File: src/rtl/multicycle_control.sv
// multicycle_control: multi-cycle RV32I-subset control FSM.
// Steps each instruction through FETCH/DECODE/EXEC/MEM/WB. It drives the ALU
// function code, operand selects and the register/PC/memory strobes.
//
// Memory handshake: mem_req is held high, with adr_src and mem_we stable,
// until a cycle in which mem_ready is also high. That cycle completes the
// transfer, and the FSM leaves the waiting state on the following edge.
// mem_ready is ignored in every cycle where mem_req is low.
module multicycle_control (
   input  logic        clk,
   input  logic        reset,
   input  logic [31:0] instr,
   input  logic        is_zero,
   input  logic        mem_ready,
   output logic        mem_req,
   output logic        mem_we,
   output logic        adr_src,
   output logic        ir_write,
   output logic        pc_write,
   output logic        reg_write,
   output logic [1:0]  alu_src_a,
   output logic [1:0]  alu_src_b,
   output logic [1:0]  result_src,
   output logic [2:0]  alu_control,
   output logic        illegal
);

   typedef enum logic [3:0] {
      S_FETCH, S_DECODE, S_EXEC_R, S_EXEC_I, S_ALU_WB, S_MEM_ADDR,
      S_MEM_READ, S_MEM_WB, S_MEM_WRITE, S_BRANCH, S_JAL, S_HALT
   } state_t;

   // Registered Moore portion of the control word.
   typedef struct packed {
      logic       mem_req;
      logic       mem_we;
      logic       adr_src;
      logic       pc_write;
      logic       reg_write;
      logic [1:0] src_a;
      logic [1:0] src_b;
      logic [1:0] res_src;
      logic [2:0] alu;
   } ctrl_t;

   localparam logic [6:0] OP_R      = 7'b0110011;
   localparam logic [6:0] OP_I      = 7'b0010011;
   localparam logic [6:0] OP_LOAD   = 7'b0000011;
   localparam logic [6:0] OP_STORE  = 7'b0100011;
   localparam logic [6:0] OP_BRANCH = 7'b1100011;
   localparam logic [6:0] OP_JAL    = 7'b1101111;

   localparam logic [2:0] ALU_ADD  = 3'b000;
   localparam logic [2:0] ALU_SUB  = 3'b001;
   localparam logic [2:0] ALU_XOR  = 3'b010;
   localparam logic [2:0] ALU_SLL  = 3'b011;
   localparam logic [2:0] ALU_SRL  = 3'b100;
   localparam logic [2:0] ALU_AND  = 3'b101;
   localparam logic [2:0] ALU_OR   = 3'b110;
   localparam logic [2:0] ALU_SLTU = 3'b111;

   state_t     state;
   state_t     state_nxt;
   ctrl_t      ctrl;
   logic [2:0] funct3;
   logic       branch_take;
   logic       unused_fields;

   assign funct3        = instr[14:12];
   assign unused_fields = ^{instr[24:15], instr[11:7]};

   // ALU function for an R/I arithmetic instruction; only R-type can select sub.
   function automatic logic [2:0] alu_op(input logic [31:0] ins, input logic is_r);
      logic [2:0] op;
      case (ins[14:12])
         3'b000:  op = (is_r && ins[30]) ? ALU_SUB : ALU_ADD;
         3'b100:  op = ALU_XOR;
         3'b001:  op = ALU_SLL;
         3'b101:  op = ALU_SRL;
         3'b111:  op = ALU_AND;
         3'b110:  op = ALU_OR;
         3'b011:  op = ALU_SLTU;
         default: op = ALU_ADD;
      endcase
      return op;
   endfunction

   // Legal funct3/funct7 combinations. No slt/slti; no arithmetic shifts.
   function automatic logic op_legal(input logic [31:0] ins, input logic is_r);
      logic [6:0] f7;
      logic       ok;
      f7 = ins[31:25];
      case (ins[14:12])
         3'b010:         ok = 1'b0;
         3'b001, 3'b101: ok = (f7 == 7'b0000000);
         3'b000:         ok = !is_r || (f7 == 7'b0000000) || (f7 == 7'b0100000);
         default:        ok = !is_r || (f7 == 7'b0000000);
      endcase
      return ok;
   endfunction

   // Next-state rule for every state.
   function automatic state_t next_state(input state_t s, input logic [31:0] ins,
                                         input logic mr);
      state_t n;
      case (s)
         S_FETCH:     n = mr ? S_DECODE : S_FETCH;
         S_DECODE: begin
            case (ins[6:0])
               OP_R:              n = op_legal(ins, 1'b1) ? S_EXEC_R : S_HALT;
               OP_I:              n = op_legal(ins, 1'b0) ? S_EXEC_I : S_HALT;
               OP_LOAD, OP_STORE: n = S_MEM_ADDR;
               OP_BRANCH:         n = S_BRANCH;
               OP_JAL:            n = S_JAL;
               default:           n = S_HALT;
            endcase
         end
         S_EXEC_R, S_EXEC_I, S_JAL: n = S_ALU_WB;
         S_ALU_WB, S_MEM_WB:        n = S_FETCH;
         S_MEM_ADDR: begin
            if (ins[14:12] != 3'b010)    n = S_HALT;
            else if (ins[6:0] == OP_LOAD) n = S_MEM_READ;
            else                          n = S_MEM_WRITE;
         end
         S_MEM_READ:  n = mr ? S_MEM_WB : S_MEM_READ;
         S_MEM_WRITE: n = mr ? S_FETCH : S_MEM_WRITE;
         S_BRANCH:    n = (ins[14:13] == 2'b00) ? S_FETCH : S_HALT;
         S_HALT:      n = S_HALT;
         default:     n = S_FETCH;
      endcase
      return n;
   endfunction

   // Moore control word for a state. It is loaded on the edge that enters that state.
   function automatic ctrl_t moore_ctrl(input state_t s, input logic [31:0] ins);
      ctrl_t c;
      c = '0;
      case (s)
         S_FETCH:     begin c.mem_req = 1'b1; c.src_b = 2'b10; c.res_src = 2'b10; end
         S_DECODE:    begin c.src_a = 2'b01; c.src_b = 2'b01; end
         S_EXEC_R:    begin c.src_a = 2'b10; c.alu = alu_op(ins, 1'b1); end
         S_EXEC_I:    begin c.src_a = 2'b10; c.src_b = 2'b01; c.alu = alu_op(ins, 1'b0); end
         S_ALU_WB:    c.reg_write = 1'b1;
         S_MEM_ADDR:  begin c.src_a = 2'b10; c.src_b = 2'b01; end
         S_MEM_READ:  begin c.mem_req = 1'b1; c.adr_src = 1'b1; end
         S_MEM_WB:    begin c.res_src = 2'b01; c.reg_write = 1'b1; end
         S_MEM_WRITE: begin c.mem_req = 1'b1; c.mem_we = 1'b1; c.adr_src = 1'b1; end
         S_BRANCH:    begin c.src_a = 2'b10; c.alu = ALU_SUB; end
         S_JAL:       begin c.src_a = 2'b01; c.src_b = 2'b10; c.pc_write = 1'b1; end
         default:     c = '0;
      endcase
      return c;
   endfunction

   // Next state from current state, instruction and memory handshake.
   always_comb begin
      state_nxt = S_FETCH;
      state_nxt = next_state(state, instr, mem_ready);
   end

   // State register with registered Moore outputs and the sticky illegal flag.
   always_ff @(posedge clk) begin
      if (reset) begin
         state   <= S_FETCH;
         ctrl    <= moore_ctrl(S_FETCH, instr);
         illegal <= 1'b0;
      end else begin
         state   <= state_nxt;
         ctrl    <= moore_ctrl(state_nxt, instr);
         illegal <= (state_nxt == S_HALT);
      end
   end

   assign branch_take = (state == S_BRANCH) &&
                        (((funct3 == 3'b000) && is_zero) || ((funct3 == 3'b001) && !is_zero));

   // Strobes are forced low while reset is held, whatever state is registered.
   assign mem_req     = ctrl.mem_req & ~reset;
   assign mem_we      = ctrl.mem_we & ~reset;
   assign reg_write   = ctrl.reg_write & ~reset;
   assign ir_write    = (state == S_FETCH) & mem_ready & ~reset;
   assign pc_write    = (ctrl.pc_write | ((state == S_FETCH) & mem_ready) | branch_take) & ~reset;
   assign adr_src     = ctrl.adr_src;
   assign alu_src_a   = ctrl.src_a;
   assign alu_src_b   = ctrl.src_b;
   assign result_src  = ctrl.res_src;
   assign alu_control = ctrl.alu;

endmodule
File: config.mk
export PLATFORM = sky130hd
export DESIGN_NAME = multicycle_control
export DESIGN_NICKNAME = d
export VERILOG_FILES = /design/src/rtl/multicycle_control.sv
export SDC_FILE = /design/constraint.sdc
export NUM_CORES = 1
export LEC_CHECK = 0
export ABC_AREA = 0
export BUFFER_PORTS_ARGS = -buffer_cell sky130_fd_sc_hd__buf_2
export CAP_MARGIN = 0
export CELL_PAD_IN_SITES_DETAIL_PLACEMENT = 0
export CELL_PAD_IN_SITES_GLOBAL_PLACEMENT = 1
export CORE_AREA = 4 4 64 66
export CTS_CLUSTER_SIZE = 40
export DETAILED_ROUTE_END_ITERATION = 8
export DIE_AREA = 0 0 68 70
export PLACE_DENSITY_LB_ADDON = 0.25
export SLEW_MARGIN = 20
export SYNTH_ARGS = -nofsm -noshare
export SYNTH_HDL_FRONTEND = slang
export SYNTH_SLANG_ARGS = --single-unit
File: constraint.sdc
create_clock -name clk -period 3.65 [get_ports clk]
set_input_delay 0.5475 -clock clk [delete_from_list [all_inputs] [get_ports clk]]
set_output_delay 0.5475 -clock clk [all_outputs]
set_load 0.02 [all_outputs]
==> results of run 1 <==
-- kinds of logic (layout without fill, tap and decap cells) --
| group | count (synthesis) | after routing | share of synthesized area [%] |
|---|---|---|---|
| xor+xnor | 4 | 4 | 2.88 |
| flops | 19 | 19 | 31.3 |
| buf+inv | 26 | 48 | 12.1 |
| fa+ha+maj | 3 | 3 | 3.09 |
| compound gates | 29 | 29 | 19.7 |
| simple gates | 65 | 65 | 31.0 |
-- cell usage in the layout (no fill, tap or decap), types with 2 or more instances in the layout --
cell	instances
sky130_fd_sc_hd__a21oi_1	6
sky130_fd_sc_hd__a31oi_1	2
sky130_fd_sc_hd__and3_1	2
sky130_fd_sc_hd__buf_2	36
sky130_fd_sc_hd__clkbuf_4	3
sky130_fd_sc_hd__dfxtp_1	19
sky130_fd_sc_hd__ha_1	3
sky130_fd_sc_hd__inv_1	8
sky130_fd_sc_hd__nand2_1	9
sky130_fd_sc_hd__nand2b_1	5
sky130_fd_sc_hd__nand3_1	6
sky130_fd_sc_hd__nand3b_1	2
sky130_fd_sc_hd__nand4_1	2
sky130_fd_sc_hd__nor2_1	9
sky130_fd_sc_hd__nor2b_1	5
sky130_fd_sc_hd__nor3_1	10
sky130_fd_sc_hd__o211ai_1	2
sky130_fd_sc_hd__o21ai_0	3
sky130_fd_sc_hd__o311a_1	2
sky130_fd_sc_hd__o311ai_0	2
sky130_fd_sc_hd__or3_1	2
sky130_fd_sc_hd__or4_1	3
sky130_fd_sc_hd__xor2_1	3
-- per-layer routing --
layer,track usage (%),up-vias
li1,-,570
met1,16.8,507
met2,19.2,22
met3,4.18,0
met4,0.662,0
met5,0,-
-- state kept, by name, summed over array words and instances (netlist names) --
name / count
ctrl: 4
illegal: 1
result_src: 2
alu_src_b: 2
state: 4
alu_control: 3
adr_src: 1
alu_src_a: 2
-- final timing paths --
check / end / depth (start not counted)
worst min-delay path: state[3]$_SDFF_PP0_ / 2
worst max-delay path: alu_src_a[0]$_SDFF_PP0_ / 9
worst max register to register: alu_control[0]$_SDFF_PP0_ / 6
worst min register to register: state[2]$_SDFF_PP0_ / 3
-- power breakdown --
part	leakage, nW	internal [mW]	switching, mW
Sequential	0.156	0.279	0.0495
Clock	0.0150	0.0425	0.0568
Combinational	0.417	0.232	0.385
-- worst max-delay path, stage by stage --
cell and delay (ns):
sky130_fd_sc_hd__buf_2 0.15, sky130_fd_sc_hd__inv_1 0.13, sky130_fd_sc_hd__ha_1 0.18, sky130_fd_sc_hd__nor4b_1 0.23, sky130_fd_sc_hd__o211ai_1 0.17, sky130_fd_sc_hd__o311ai_0 0.63, sky130_fd_sc_hd__nand2_1 0.28, sky130_fd_sc_hd__or3_1 0.42
sky130_fd_sc_hd__a21oi_1 0.18
-- cell type report --
class                      instances  area [µm²]  area share (%)
sequential                        19         380            27.9
tap                               48        60.1            4.40
clock buffer                       4        26.3            1.92
multi-input combinational        101         688            50.4
timing repair buffer              36         180            13.2
inverter                           8        30.0            2.20
==> impl_metrics.tcl, run 1 <==
set metrics [dict create \
    final_layout_fill_cell_count 404 \
    cell_count_post_placement 212 \
    final_core_utilization_pct 38.1 \
    placed_inst_area_um2 1340 \
    reg2reg_from "state[1]$_SDFF_PP0_" \
    power_density_nw_per_um2 765 \
    wl_met1_um 1230 \
    cts_made_buffers 3 \
    required_ns 3.86 \
    highest_layer "met3" \
    grt.total_usage_pct 12.2 \
    gp_congestion 0.772 \
    worst_slew_pin_tran_ns 0.647 \
    post_detailed_route_drc_marker_count 0 \
    synth.cell_area_um2 1220 \
    grt_antenna_before_repair 0 \
    tritoncts "yes" \
    worst-setup-path-type "input pin to flip-flop" \
    finalWirelength_um 2660 \
    pin_count 52 \
    yosysWarnings 0 \
    dpl.hpwl_um 2110 \
    num_vias 1099 \
    cts.hold.buffers_added 0 \
    globalRoute.totalOverflow 0 \
    final_max_slew_viol_count 0 \
    die_area_um2 4760 \
    post_cts_resize_count 0 \
    placement_rows 22 \
    fin_skew_ns 0.00721 \
    drive_gt1_share_pct 28.0 \
    grt_max_degree 17 \
    place_worst_setup_slack_ns 0.677 \
    synth-main-ff-cell "sky130_fd_sc_hd__dfxtp_1" \
    synth-edff-count 0 \
    ys_top_cells_by_area "sky130_fd_sc_hd__dfxtp_1 31%, sky130_fd_sc_hd__buf_4 5.6%, sky130_fd_sc_hd__nor3_1 4.1%" \
    placement.io_buffers 36 \
    critical_path_peak_fanout 8 \
    run_status "completed" \
    syn-instance-count 146 \
    die_h_um 70 \
    maxCapViolations 0 \
    synth_nets 185 \
    clock.fmax_ghz 0.370 \
    timing.critical_path.arrival_ns 2.92 \
    finalHoldViolCount 0 \
    core_region_area_um2 3580 \
    cp-startpoint "instr[12]" \
    timing.critical_path.from_type "input pin" \
    diodes_inserted 0 \
    avgSynthCellArea_um2 8.33 \
    cts-root-to-sink-buffers 2 \
    initial_core_util_pct 34.0 \
    wl_met2_um 1300 \
    postLayoutSetupSlackWorst_ns 0.945 \
    ys_top_cells_by_count "19 x sky130_fd_sc_hd__dfxtp_1, 10 x sky130_fd_sc_hd__nor3_1, 9 x sky130_fd_sc_hd__buf_4, 9 x sky130_fd_sc_hd__nand2_1, 9 x sky130_fd_sc_hd__nor2_1" \
    clock_tree.root_cell "sky130_fd_sc_hd__clkbuf_4" \
    final.setup.tns_ns 0 \
    reg2reg_slack_ns 1.22 \
    power_after_layout_mw 1.04 \
    drt_first_iter_violations 72 \
    post-synth-top-area-fraction_pct 31.3 \
    timing.critical_path.to_type "flip-flop" \
    clk_latency_worst_skew_pair_ns 0.29 \
    hp-class "input pin to flip-flop" \
    htree_num_levels 1 \
    finalInstanceArea_um2 1370 \
    first_pass_iters 4 \
    yosys_register_bits 19 \
    synth_cell_types 48 \
    vdd_drop_max_mv 0.296 \
    cellLeakagePower_nw 0.588 \
    total_clock_sinks 19 \
    yosysSeqAreaShare_pct 31.3 \
    setup_viol 0 \
    post-route-period-util_pct 74.1 \
    final_cell_count_no_fill 216 \
    most_used_standard_cell_by_instance_count_after_synthesis "sky130_fd_sc_hd__dfxtp_1" \
    worst_hold_slack_ns 0.598 \
    grt_pass1_vias 981 \
    finalNetCount 208 \
    maxSlewHeadroom_pct 56.3 \
    synthToLayoutAreaGrowth_pct 12.2 \
    cts_setup_buffers 0 \
    min_from "reset" \
    period_minus_slack_ns 2.70 \
    post_drt_wl_per_cell_um 12.3 \
    rsz0062_at_grt "false" \
    wire_length_of_the_first_global_routing_pass_um 4660 \
    met3RoutedLength_um 134 \
    viasPerCell 5.09 \
    postSynth.asyncResetShare_pct 0 \
    drtAntennaViolNets 0 \
    synth_area_leader_cell "sky130_fd_sc_hd__dfxtp_1" \
    die_w_um 68 \
    clk_pin_slew_worst_paths_ns 0.10 \
]
Note: power is estimated with default switching activity, not from simulation.
==> run 2, diff against run 1 <==
--- a/config.mk
+++ b/config.mk
@@ -10,10 +10,10 @@
 export CAP_MARGIN = 0
 export CELL_PAD_IN_SITES_DETAIL_PLACEMENT = 0
 export CELL_PAD_IN_SITES_GLOBAL_PLACEMENT = 1
-export CORE_AREA = 4 4 64 66
+export CORE_AREA = 4 4 69 71
 export CTS_CLUSTER_SIZE = 40
 export DETAILED_ROUTE_END_ITERATION = 8
-export DIE_AREA = 0 0 68 70
+export DIE_AREA = 0 0 73 75
 export PLACE_DENSITY_LB_ADDON = 0.25
 export SLEW_MARGIN = 20
 export SYNTH_ARGS = -nofsm -noshare
==> constraint.sdc (replaced) <==
create_clock -name clk -period 2.2 [get_ports clk]
set_input_delay 0.33 -clock clk [delete_from_list [all_inputs] [get_ports clk]]
set_output_delay 0.33 -clock clk [all_outputs]
set_load 0.02 [all_outputs]
==> run 2 against run 1 <==
- final cell count increased by 15%
- highest routed layer is now met4
- wire length increased by 18%
- utilization increased by 0.45 points
- via count increased by 14%
- sequential share of layout area decreased by 4.6 points
- worst setup slack got worse by 0.89 ns
- combinational power increased by 120%
- worst hold slack got worse by 0.18 ns
- largest cell class unchanged
- non-clock buffer count increased by 29
- register-to-register slack got worse by 1.1 ns
- count of clock-buffer cells in the layout decreased by 1
- die area increased by 15%
==> impl_metrics.tcl, run 2 (synthesized netlist as in run 1, its figures left out) <==
set metrics [dict create \
    clock.fmax_ghz 0.466 \
    p_comb_share_pct 64.0 \
    htree_num_levels 1 \
    synthToLayoutAreaGrowth_pct 34.4 \
    gp_congestion 0.873 \
    power_density_nw_per_um2 1310 \
    period_minus_slack_ns 2.15 \
    highest_layer "met4" \
    final_cell_mix "36 x sky130_fd_sc_hd__buf_2, 29 x sky130_fd_sc_hd__buf_4, 19 x sky130_fd_sc_hd__dfxtp_1, 10 x sky130_fd_sc_hd__nor3_1" \
    vdd_drop_max_mv 0.449 \
    timing.rr.end "alu_control[0]$_SDFF_PP0_" \
    core_region_area_um2 4230 \
    clkPwrFrac_pct 11.4 \
    rsz0062_at_grt "false" \
    worst-setup-path-type "input pin to flip-flop" \
    required_ns 2.36 \
    reg2reg_slack_ns 0.14 \
    largest_stage_delay_worst_path_ns 0.56 \
    final_layout_fill_cell_count 450 \
    grt_max_degree 17 \
    finalWirelength_um 3150 \
    die_area_um2 5480 \
    first_pass_iters 4 \
    place_worst_setup_slack_ns -0.242 \
    clk_latency_worst_skew_pair_ns 0.26 \
    cts_made_buffers 3 \
    placed_inst_area_um2 1560 \
    diodes_inserted 0 \
    placement.io_buffers 36 \
    setup_viol 0 \
    finalHoldViolCount 0 \
    finalNetCount 237 \
    timing.critical_path.arrival_ns 2.30 \
    grt.total_usage_pct 11.8 \
    power_report.internal_total_mw 1.22 \
    dpl.hpwl_um 2560 \
    layout_commonest_cell "sky130_fd_sc_hd__buf_2" \
    num_vias 1251 \
    maxCapViolations 0 \
    run_status "completed" \
    drtAntennaViolNets 0 \
    hold-path-endpoint "state[2]$_SDFF_PP0_" \
    clk_pin_slew_worst_paths_ns 0.07 \
    ff2ff_path_depth 5 \
    critical_path_peak_fanout 10 \
    critical_path.cell_chain "buf_2 > or3b_4 > or4_4 > a221oi_2 > o311a_4 > nand3b_1 > a31o_2" \
    grt_antenna_before_repair 0 \
    met3RoutedLength_um 152 \
    crit_slowest_cell "sky130_fd_sc_hd__or4_4" \
    netSwitchingFraction_pct 42.8 \
    final_max_slew_viol_count 0 \
    min_from "reset" \
    pin_count 52 \
    die_w_um 73 \
    grt_pass1_vias 1180 \
    globalRoute.totalOverflow 0 \
    pwr-share-seq_pct 24.6 \
    drt_first_iter_violations 77 \
    cts_setup_buffers 0 \
    worst_slew_pin_tran_ns 0.542 \
    switchingPower_mw 0.917 \
    postLayoutSetupSlackWorst_ns 0.0550 \
    post_drt_wl_per_cell_um 12.6 \
    reg2reg_from "state[2]$_SDFF_PP0_" \
    finalInstanceArea_um2 1630 \
    post_detailed_route_drc_marker_count 0 \
    cellLeakagePower_nw 0.742 \
    post-route-period-util_pct 97.5 \
    total_clock_sinks 19 \
    wl_met2_um 1530 \
    wl_met1_um 1410 \
    tritoncts "yes" \
    power_after_layout_mw 2.14 \
    wire_length_of_the_first_global_routing_pass_um 5250 \
    viasPerCell 5.02 \
    final_core_utilization_pct 38.6 \
    timing.critical_path.to_type "flip-flop" \
    fin_skew_ns 0.00502 \
    maxSlewHeadroom_pct 63.4 \
    initial_core_util_pct 28.7 \
    drive_gt1_share_pct 40.6 \
    hp-class "input pin to flip-flop" \
    die_h_um 75 \
    clock_tree.root_cell "sky130_fd_sc_hd__clkbuf_8" \
    hold-path-cell-count 2 \
    timing.critical_path.from_type "input pin" \
    worst_hold_slack_ns 0.414 \
    cts-root-to-sink-buffers 2 \
    placement_rows 24 \
]
## run 2: cell count changes in the layout (fill, tap and decap cells not counted), sizes merged
cell / delta
buf: +29
clkbuf: -1
clkinv: +1
## run 2: per-stage QoR
step / setup TNS [ns] / cells
3_3_place_gp: -2.11 / 245
4_1_cts: 0 / 249
3_5_place_dp: -2.76 / 245
2_1_floorplan: -0.317 / 146
5_1_grt: 0 / 249
6_report: 0 / 249
## run 2: area by class of cell
cell class / instances / area (µm²) / area share, %
tap: 52 / 65.1 / 3.98
multi-input combinational: 101 / 714 / 43.7
sequential: 19 / 380 / 23.3
inverter: 8 / 30.0 / 1.84
clock inverter: 1 / 5.00 / 0.306
clock buffer: 3 / 41.3 / 2.53
timing repair buffer: 65 / 398 / 24.3
## run 2: layer usage
layer	GRT usage (%)	up-vias
li1	-	623
met1	14.6	583
met2	20.5	39
met3	2.94	6
met4	2.87	0
met5	0	-
## run 2: timing repair
action | in CTS | in global routing
hold buffers | 0 | 0
endpoints found under the setup margin | 0 | 15
gates resized for setup | 0 | 4
## run 2: critical path: cells and delay by family
family | cells | cell delay (ns)
compound gates | 3 | 0.81
simple gates | 3 | 1.05
buf+inv | 1 | 0.10
## run 2: worst max-delay path by stage
stage                    from                       to  slack [ns]  cells past startpoint
finish              instr[12]      ctrl[13]$_SDFF_PP1_        0.05                      7
global route        instr[12]      ctrl[13]$_SDFF_PP1_        0.01                      7
CTS                 instr[14]  alu_src_a[0]$_SDFF_PP0_        0.03                     10
detailed placement  instr[12]      ctrl[13]$_SDFF_PP1_       -0.24                      7
global placement    instr[12]      ctrl[13]$_SDFF_PP1_       -0.21                      7
floorplan           instr[12]      ctrl[13]$_SDFF_PP1_       -0.14                      8
## run 2: power groups by stage
| stage | combinational [mW] | clock (mW) | sequential (mW) |
|---|---|---|---|
| floorplan | 0.939 | 0 | 0.511 |
| global placement | 1.33 | 0 | 0.528 |
| detailed placement | 1.34 | 0 | 0.534 |
| CTS | 1.35 | 0.250 | 0.527 |
| global route | 1.52 | 0.262 | 0.538 |
| finish | 1.37 | 0.243 | 0.526 |
==> run 3, diff against run 2 <==
--- a/config.mk
+++ b/config.mk
@@ -10,11 +10,12 @@
 export CAP_MARGIN = 0
 export CELL_PAD_IN_SITES_DETAIL_PLACEMENT = 0
 export CELL_PAD_IN_SITES_GLOBAL_PLACEMENT = 1
-export CORE_AREA = 4 4 69 71
+export CORE_AREA = 4 4 66 68
 export CTS_CLUSTER_SIZE = 40
 export DETAILED_ROUTE_END_ITERATION = 8
-export DIE_AREA = 0 0 73 75
+export DIE_AREA = 0 0 70 72
 export PLACE_DENSITY_LB_ADDON = 0.25
+export SKIP_LAST_GASP = 1
 export SLEW_MARGIN = 20
 export SYNTH_ARGS = -nofsm -noshare
 export SYNTH_HDL_FRONTEND = slang
==> constraint.sdc (replaced) <==
create_clock -name clk -period 2.3 [get_ports clk]
set_input_delay 0.345 -clock clk [delete_from_list [all_inputs] [get_ports clk]]
set_output_delay 0.345 -clock clk [all_outputs]
set_load 0.02 [all_outputs]
==> run 3 against run 2 <==
- cell area shrank 3.1%
- global-route usage increased by 1.0 points
- utilization is 2.5 points higher
- non-clock buffer count down 4
- clock power is 7% lower
- clock skew decreased by 0.0035 ns
- combinational power fell by 4%
- worst setup slack better by 0.041 ns
- worst hold slack better by 0.027 ns
- total power fell by 4.4%
- register-to-register slack better by 0.11 ns
- critical path type unchanged
- largest cell class unchanged
- largest power group unchanged
- highest routed layer unchanged
==> impl_metrics.tcl, run 3 (synthesized netlist as in run 1, its figures left out) <==
set metrics [dict create \
    total_clock_sinks 19 \
    core_region_area_um2 3860 \
    grt.total_usage_pct 12.8 \
    timing.critical_path.arrival_ns 2.35 \
    first_pass_iters 4 \
    required_ns 2.45 \
    critical_path.cell_chain "buf_2 > or3b_4 > or4_4 > a221oi_2 > o311a_4 > nand3b_1 > a31o_2" \
    clock.fmax_ghz 0.454 \
    clock_tree.root_cell "sky130_fd_sc_hd__clkbuf_8" \
    finalHoldViolCount 0 \
    dpl.hpwl_um 2540 \
    drtAntennaViolNets 0 \
    timing.critical_path.to_type "flip-flop" \
    critical_path.n_buffers_inverters 1 \
    cell_count_post_placement 239 \
    finalWirelength_um 3110 \
    rsz0062_at_grt "true" \
    worst-setup-path-type "input pin to flip-flop" \
    post-route-period-util_pct 95.8 \
    drive_gt1_share_pct 37.3 \
    final_cell_count_no_fill 243 \
    gp_congestion 0.773 \
    final.setup.tns_ns 0 \
    placement_rows 23 \
    cts_made_buffers 3 \
    fin_skew_ns 0.00153 \
    finalNetCount 233 \
    grt_max_degree 17 \
    largest_stage_delay_worst_path_ns 0.56 \
    post_detailed_route_drc_marker_count 0 \
    grt_pass1_vias 1180 \
    wire_length_of_the_first_global_routing_pass_um 5310 \
    setup_viol 0 \
    clk_latency_worst_skew_pair_ns 0.25 \
    worst_slew_pin_tran_ns 0.494 \
    post_drt_wl_per_cell_um 12.8 \
    die_h_um 72 \
    layout_commonest_cell "sky130_fd_sc_hd__buf_2" \
    power_density_nw_per_um2 1290 \
    num_vias 1175 \
    diodes_inserted 0 \
    maxCapViolations 0 \
    die_area_um2 5040 \
    crit_slowest_cell "sky130_fd_sc_hd__or4_4" \
    initial_core_util_pct 31.5 \
    globalRoute.totalOverflow 0 \
    path_delay_family "simple AND/OR/NAND/NOR gates" \
    cts.hold.buffers_added 0 \
    final_cell_mix "36 x sky130_fd_sc_hd__buf_2, 25 x sky130_fd_sc_hd__buf_4, 19 x sky130_fd_sc_hd__dfxtp_1, 10 x sky130_fd_sc_hd__nor3_1" \
    viasPerCell 4.84 \
    period_minus_slack_ns 2.20 \
    timing.critical_path.from_type "input pin" \
    die_w_um 70 \
    synthToLayoutAreaGrowth_pct 30.2 \
    tritoncts "yes" \
    hp-class "input pin to flip-flop" \
    drt_first_iter_violations 52 \
    placement.io_buffers 36 \
    critical_path_peak_fanout 9 \
    cellLeakagePower_nw 0.717 \
    vdd_drop_max_mv 0.551 \
    clk_pin_slew_worst_paths_ns 0.07 \
    final_max_slew_viol_count 0 \
    maxSlewHeadroom_pct 66.6 \
    cts-root-to-sink-buffers 2 \
    grt_antenna_before_repair 0 \
    run_status "completed" \
    final_core_utilization_pct 41.1 \
    pin_count 52 \
    htree_num_levels 1 \
]
## run 3: cell count changes in the layout (fill, tap and decap cells not counted), sizes merged
cell,change
clkbuf,+1
buf,-4
clkinv,-1
## run 3: stage by stage
| stage | hold WS, ns | area, µm² | power [mW] | setup slack, ns |
|---|---|---|---|---|
| finish | 0.441 | 1580 | 2.05 | 0.0963 |
| global route | 0.463 | 1580 | 2.22 | -0.0327 |
| CTS | 0.436 | 1570 | 2.05 | 0.0573 |
| detailed placement | 0.701 | 1530 | 1.81 | -0.200 |
| global placement | 0.693 | 1530 | 1.78 | -0.142 |
| floorplan | 0.429 | 1230 | 1.39 | -0.0538 |
## run 3: per-layer routing
metal | track usage, % | wire length, µm | vias to the layer above
li1 | - | - | 613
met1 | 16.1 | 1400 | 538
met2 | 22.4 | 1560 | 20
met3 | 3.74 | 122 | 4
met4 | 1.91 | 21 | 0
met5 | 0 | 0 | -
## run 3: layout make-up
type,count,area [µm²]
fill,421,2270
tap,50,62.6
multi-input combinational,101,698
inverter,8,30.0
clock buffer,4,45.0
sequential,19,380
timing repair buffer,61,368
## run 3: worst reg2reg max path, delay by kind of cell (launching register included)
family           cells  cell delay, ns
AND/OR/NAND/NOR      3            1.01
flip-flops           1            0.40
AO/OA/AOI/OAI        2            0.55
## run 3: path summary, 6_finish.rpt
check,cells after the start,slack [ns],from,endpoint
max,7,0.1,instr[12],ctrl[13]$_SDFF_PP1_
min,2,0.44,reset,state[2]$_SDFF_PP0_
max reg2reg,5,0.25,state[2]$_SDFF_PP0_,alu_control[0]$_SDFF_PP0_
min reg2reg,2,0.76,state[3]$_SDFF_PP0_,alu_src_a[0]$_SDFF_PP0_
## run 3: timing repair
action | in CTS | in global routing
setup endpoints to repair | 0 | 9
hold endpoints to repair | 0 | 0
gates resized for setup | 0 | 2
setup buffers | 0 | 0
## run 3: power breakdown
group	leakage, nW	internal [mW]	switching, mW
logic	0.539	0.608	0.715
registers	0.156	0.443	0.0560
clock network	0.0228	0.123	0.104
